==> config.mk <==
export PLATFORM = sky130hd
export DESIGN_NAME = shared_ram_arbiter
export DESIGN_NICKNAME = d
export VERILOG_FILES = /design/src/rtl/shared_ram_arbiter_pkg.sv /design/src/rtl/shared_ram_arbiter.sv
export SDC_FILE = /design/constraint.sdc
export NUM_CORES = 1
export LEC_CHECK = 0
export ABC_AREA = 1
export BUFFER_PORTS_ARGS = -buffer_cell sky130_fd_sc_hd__clkbuf_2
export CAP_MARGIN = 20
export CORE_MARGIN = 2
export CORE_UTILIZATION = 48
export CTS_BUF_LIST = sky130_fd_sc_hd__clkbuf_8
export CTS_CLUSTER_SIZE = 40
export DETAILED_ROUTE_END_ITERATION = 12
export PLACE_DENSITY = 0.8
export SYNTH_ARGS = -nofsm -noshare
export SYNTH_HDL_FRONTEND = slang
export SYNTH_SLANG_ARGS = --single-unit
==> constraint.sdc <==
create_clock -name clk -period 1.3 [get_ports clk]
set_input_delay 0 -clock clk [delete_from_list [all_inputs] [get_ports clk]]
set_output_delay 0 -clock clk [all_outputs]
set_load 0.1 [all_outputs]
==> src/rtl/shared_ram_arbiter_pkg.sv <==
// Shared definitions for the 68K/Z80 shared-RAM arbiter.
//   state_e       : arbiter FSM states
//   owner_e       : which CPU owns the current BRAM access
//   SHARED_RAM_AW : byte address width of the shared RAM (also used by chip_select)
package shared_ram_arbiter_pkg;

  parameter int unsigned SHARED_RAM_AW = 11;

  typedef enum logic [1:0] {
    IDLE    = 2'd0,
    ACCESS  = 2'd1,
    CAPTURE = 2'd2
  } state_e;

  typedef enum logic {
    OWN_M68K = 1'b0,
    OWN_Z80  = 1'b1
  } owner_e;

endpackage : shared_ram_arbiter_pkg

==> src/rtl/shared_ram_arbiter.sv <==
// Arbitrates one synchronous single-port BRAM between the 68000 and the sound Z80.
// Each access is IDLE (grant, drive addr/we) -> ACCESS (BRAM samples) -> CAPTURE
// (latch read data, mark done). A master is not regranted until its select drops,
// so 2-way round-robin alternates under contention.
// Ports:
//   clk, reset_n                    : clock, async active-low reset
//   m68k_cs/rw/lds_n/addr/din       : 68K request (low byte lane)
//   m68k_dout, m68k_dtack_n         : 68K read data {FF,byte} and registered DTACK
//   z80_cs/rd_n/wr_n/addr/din       : Z80 request
//   z80_dout, z80_wait_n            : Z80 read data and combinational WAIT
//   ram_addr/we/wdata, ram_rdata    : BRAM port (rdata valid 1 cycle after addr)
module shared_ram_arbiter
  import shared_ram_arbiter_pkg::*;
#(
  parameter int unsigned ADDR_W  = SHARED_RAM_AW,
  parameter bit          RR_INIT = 1'b1
) (
  input  logic              clk,
  input  logic              reset_n,
  input  logic              m68k_cs,
  input  logic              m68k_rw,
  input  logic              m68k_lds_n,
  input  logic [ADDR_W-1:0] m68k_addr,
  input  logic [7:0]        m68k_din,
  output logic [15:0]       m68k_dout,
  output logic              m68k_dtack_n,
  input  logic              z80_cs,
  input  logic              z80_rd_n,
  input  logic              z80_wr_n,
  input  logic [ADDR_W-1:0] z80_addr,
  input  logic [7:0]        z80_din,
  output logic [7:0]        z80_dout,
  output logic              z80_wait_n,
  output logic [ADDR_W-1:0] ram_addr,
  output logic              ram_we,
  output logic [7:0]        ram_wdata,
  input  logic [7:0]        ram_rdata
);

  state_e              r_state;
  owner_e              r_owner;
  owner_e              r_last_grant;
  logic                r_m_done;
  logic                r_z_done;
  logic                r_is_read;
  logic [15:0]         r_m68k_dout;
  logic                r_m68k_dtack_n;
  logic [7:0]          r_z80_dout;
  logic [ADDR_W-1:0]   r_ram_addr;
  logic                r_ram_we;
  logic [7:0]          r_ram_wdata;

  logic w_m_req;
  logic w_z_req;
  logic w_grant_z;
  logic w_m_wr;
  logic w_z_wr;

  // Request terms; done flags mask a master until it releases its select.
  assign w_m_req   = m68k_cs & ~r_m_done;
  assign w_z_req   = z80_cs & (~z80_rd_n | ~z80_wr_n) & ~r_z_done;
  // Z80 wins when alone, or on a tie when the 68K had the last grant.
  assign w_grant_z = w_z_req & (~w_m_req | (r_last_grant == OWN_M68K));
  // Upper-byte-only 68K writes do not touch the RAM.
  assign w_m_wr    = ~m68k_rw & ~m68k_lds_n;
  assign w_z_wr    = ~z80_wr_n;

  // Arbiter FSM with registered outputs.
  always_ff @(posedge clk or negedge reset_n) begin
    if (!reset_n) begin
      r_state        <= IDLE;
      r_owner        <= OWN_M68K;
      r_last_grant   <= owner_e'(RR_INIT);
      r_m_done       <= 1'b0;
      r_z_done       <= 1'b0;
      r_is_read      <= 1'b0;
      r_m68k_dout    <= 16'hFFFF;
      r_m68k_dtack_n <= 1'b1;
      r_z80_dout     <= 8'h00;
      r_ram_addr     <= '0;
      r_ram_we       <= 1'b0;
      r_ram_wdata    <= 8'h00;
    end else begin
      // Release terms first; a CAPTURE in the same cycle overrides them below.
      if (!m68k_cs) begin
        r_m_done       <= 1'b0;
        r_m68k_dtack_n <= 1'b1;
      end
      if (!z80_cs || (z80_rd_n && z80_wr_n)) begin
        r_z_done <= 1'b0;
      end

      case (r_state)
        IDLE: begin
          if (w_m_req || w_z_req) begin
            r_state <= ACCESS;
            if (w_grant_z) begin
              r_owner      <= OWN_Z80;
              r_last_grant <= OWN_Z80;
              r_ram_addr   <= z80_addr;
              r_ram_wdata  <= z80_din;
              r_ram_we     <= w_z_wr;
              r_is_read    <= ~w_z_wr;
            end else begin
              r_owner      <= OWN_M68K;
              r_last_grant <= OWN_M68K;
              r_ram_addr   <= m68k_addr;
              r_ram_wdata  <= m68k_din;
              r_ram_we     <= w_m_wr;
              r_is_read    <= m68k_rw;
            end
          end
        end

        ACCESS: begin
          r_ram_we <= 1'b0;
          r_state  <= CAPTURE;
        end

        CAPTURE: begin
          r_state <= IDLE;
          if (r_owner == OWN_M68K) begin
            if (r_is_read) begin
              r_m68k_dout <= {8'hFF, ram_rdata};
            end
            r_m_done       <= 1'b1;
            // Only acknowledge if the 68K is still selecting us.
            r_m68k_dtack_n <= ~m68k_cs;
          end else begin
            if (r_is_read) begin
              r_z80_dout <= ram_rdata;
            end
            r_z_done <= 1'b1;
          end
        end

        default: begin
          r_state  <= IDLE;
          r_ram_we <= 1'b0;
        end
      endcase
    end
  end

  assign m68k_dout    = r_m68k_dout;
  assign m68k_dtack_n = r_m68k_dtack_n;
  assign z80_dout     = r_z80_dout;
  assign z80_wait_n   = ~w_z_req;
  assign ram_addr     = r_ram_addr;
  assign ram_we       = r_ram_we;
  assign ram_wdata    = r_ram_wdata;

endmodule : shared_ram_arbiter

==> run metrics <==
DRC viols=0; relative max-transition margin=0.626; # fillers=320; Compound-Gate Fraction of Synth Area=0.0642; Crit Path Max Fanout=7; CTS tree=built; clock slew at reported path FFs=0.08 ns; clk root buf=clkbuf_8; row count=24; post-layout net count=449; Max Cap Viol=0; placed insts=423; Final Routed Wirelength=5490 µm; RSZ-0062 raised after global routing=yes; failing checks=negative hold slack; Core Region=0.00438 mm²; grt total ovfl=0; R2R setup slack=0.02 ns; Required @ worst endpoint=1.49 ns; IO Port Bufs=91; mux cell area share after synthesis=0; via count=2,137; post-synthesis xor/xnor area fraction=0; most frequent cells in the layout=99 x nand2_1, 81 x clkbuf_2, 51 x inv_1; total I/O pin count=100; Synth Area in Simple Gates=0.273; post-synthesis adder-cell area fraction=0; CTS Buf Count=5; Setup CP Type=reg2reg; final worst-path setup slack=0.0208 ns; pin count of the biggest net entering global routing=45; final hold vios=2; initial antenna violation count=0; wire per inst=12.2 µm; commonest non-fill, non-tap cell in the layout=nand2_1; Synthesis Warnings=0; setup TNS=0 ns; top post-synthesis cells by area=dfrtp_1 39%, nand2_1 19%, dfstp_2 12%, inv_1 8.9%, nand3_1 5.5%; clk_skew=0.00853 ns; post-route ant nets=0; fin cells=448; sequential-to-total area share from yosys stat=0.505; outcome=finished with violations; vias per cell=4.77; chip width=71.8 µm; cell area after synthesis=0.00220 mm²; worst skew pair latency=0.30 ns; actual slew at the worst max-slew pin=0.563 ns; Post-Syn Instances=283; Worst setup SP type=flop; Slew Limit Fails=0; Pre-antenna DRT Iters=5; Starting Density=0.503; #FFs+latches synth=44; global-route wire length before repair=8570 µm; final period utilization=0.984; Worst Hold Class=in2reg; max frequency=782 MHz; mean area per synthesized cell=7.79 µm²; CTS H-tree lvls=2; Critical Path AT=1.47 ns; TritonCTS Sinks=44; final hold slack=-0.00392 ns; Period minus WS final=1.28 ns; setup slack at placement=0.00902 ns; detailed placer's ending HPWL=3660 µm; Max Buffers Root-to-Sink=2; Antenna Cells=0; largest family of logic cells by synthesized area=simple AND/OR/NAND/NOR gates; Yosys top cell area share=0.386; Distinct cells, synth=19; Final GP Congestion=0.794; layout cells sized above 1=0.414; initial DRC count=129; area leader, netlist=dfrtp_1; final setup fails=0; vias in the first global route=1,971; CP endpoint kind=flop; total global-route track usage=0.209; Die Y=71.8 µm; P&R area growth vs syn=45.7%; Die Area=0.00515 mm²
==> what timing repair did <==
| action | CTS | global route |
|---|---|---|
| cloned | 0 | 2 |
| endpoints found under the setup margin | 7 | 31 |
| pin swaps | 0 | 10 |
| hold buffers | 13 | 0 |
| buffers inserted | 0 | 2 |
| endpoints found under the hold margin | 63 | 0 |
| gates resized for setup | 2 | 27 |
==> area by class of cell <==
| cell class | instances | area (µm²) | area share |
|---|---|---|---|
| multi-input combinational | 172 | 863 | 0.269 |
| clock buffer | 7 | 96.3 | 0.0300 |
| clock inverter | 1 | 3.75 | 0.00117 |
| tap | 52 | 65.1 | 0.0203 |
| timing repair buffer | 116 | 852 | 0.265 |
| inverter | 56 | 215 | 0.0671 |
| sequential | 44 | 1110 | 0.347 |
==> cell families (layout without fill, tap and decap cells) <==
group,Yosys count,after routing
flip-flops,44,44
other,1,8
AO/OA/AOI/OAI,20,20
buffers and inverters,74,180
AND/OR/NAND/NOR,144,144
==> stage by stage <==
step	area [µm²]	hold slack, ns	util
2_1_floorplan	2230	-0.296	-
3_3_place_gp	2800	-0.00608	0.639
3_5_place_dp	2800	0.000409	0.639
4_1_cts	3040	0.000350	0.693
5_1_grt	3210	0.0172	0.732
6_report	3210	-0.00392	0.732
==> Yosys cell counts, drive strengths merged <==
cell type and n:
nand2 114, inv 56, dfrtp 34, nand3 25
buf 18, o21ai 18, dfstp 10, nor2 4
a21oi 2, conb 1, or2 1
==> routing by layer <==
| layer | GRT usage | vias to the layer above | part of all wire |
|---|---|---|---|
| li1 | - | 1044 | - |
| met5 | 0 | - | 0 |
| met1 | 0.266 | 1017 | 0.41 |
| met4 | 0.0608 | 0 | 0.015 |
| met3 | 0.0478 | 10 | 0.057 |
| met2 | 0.358 | 66 | 0.52 |
==> worst max-delay path: stages, from the launching register on <==
cell       delay (ns)
dfrtp_1          0.41
inv_2            0.08
nand3_4          0.11
nor2_4           0.20
clkbuf_16        0.20
nand2_2          0.05
nand3_2          0.06
nand2_1          0.05
==> registers in the layout (all words and copies together), names as in the netlist <==
signal        count
ram_wdata         8
z80_dout          8
m68k_dtack_n      1
r_z_done          1
ram_we            1
r_m_done          1
r_owner           1
r_last_grant      1
m68k_dout         8
r_state           2
ram_addr         11
r_is_read         1
==> path summary, 6_finish.rpt <==
kind	from	endpoint	cells past startpoint
max	r_z_done$_DFF_PN0_	ram_wdata[2]$_DFFE_PN0P_	7
min	m68k_din[1]	ram_wdata[1]$_DFFE_PN0P_	5
max reg2reg	r_z_done$_DFF_PN0_	ram_wdata[2]$_DFFE_PN0P_	7
min reg2reg	r_state[1]$_DFFE_PN0P_	r_state[1]$_DFFE_PN0P_	1
max in group asynchronous	reset_n	m68k_dout[2]$_DFFE_PN1P_	3
min in group asynchronous	reset_n	ram_wdata[6]$_DFFE_PN0P_	3
Power is not shown: default switching activity piles up to over one toggle a cycle in this logic, so the estimate is an artifact.
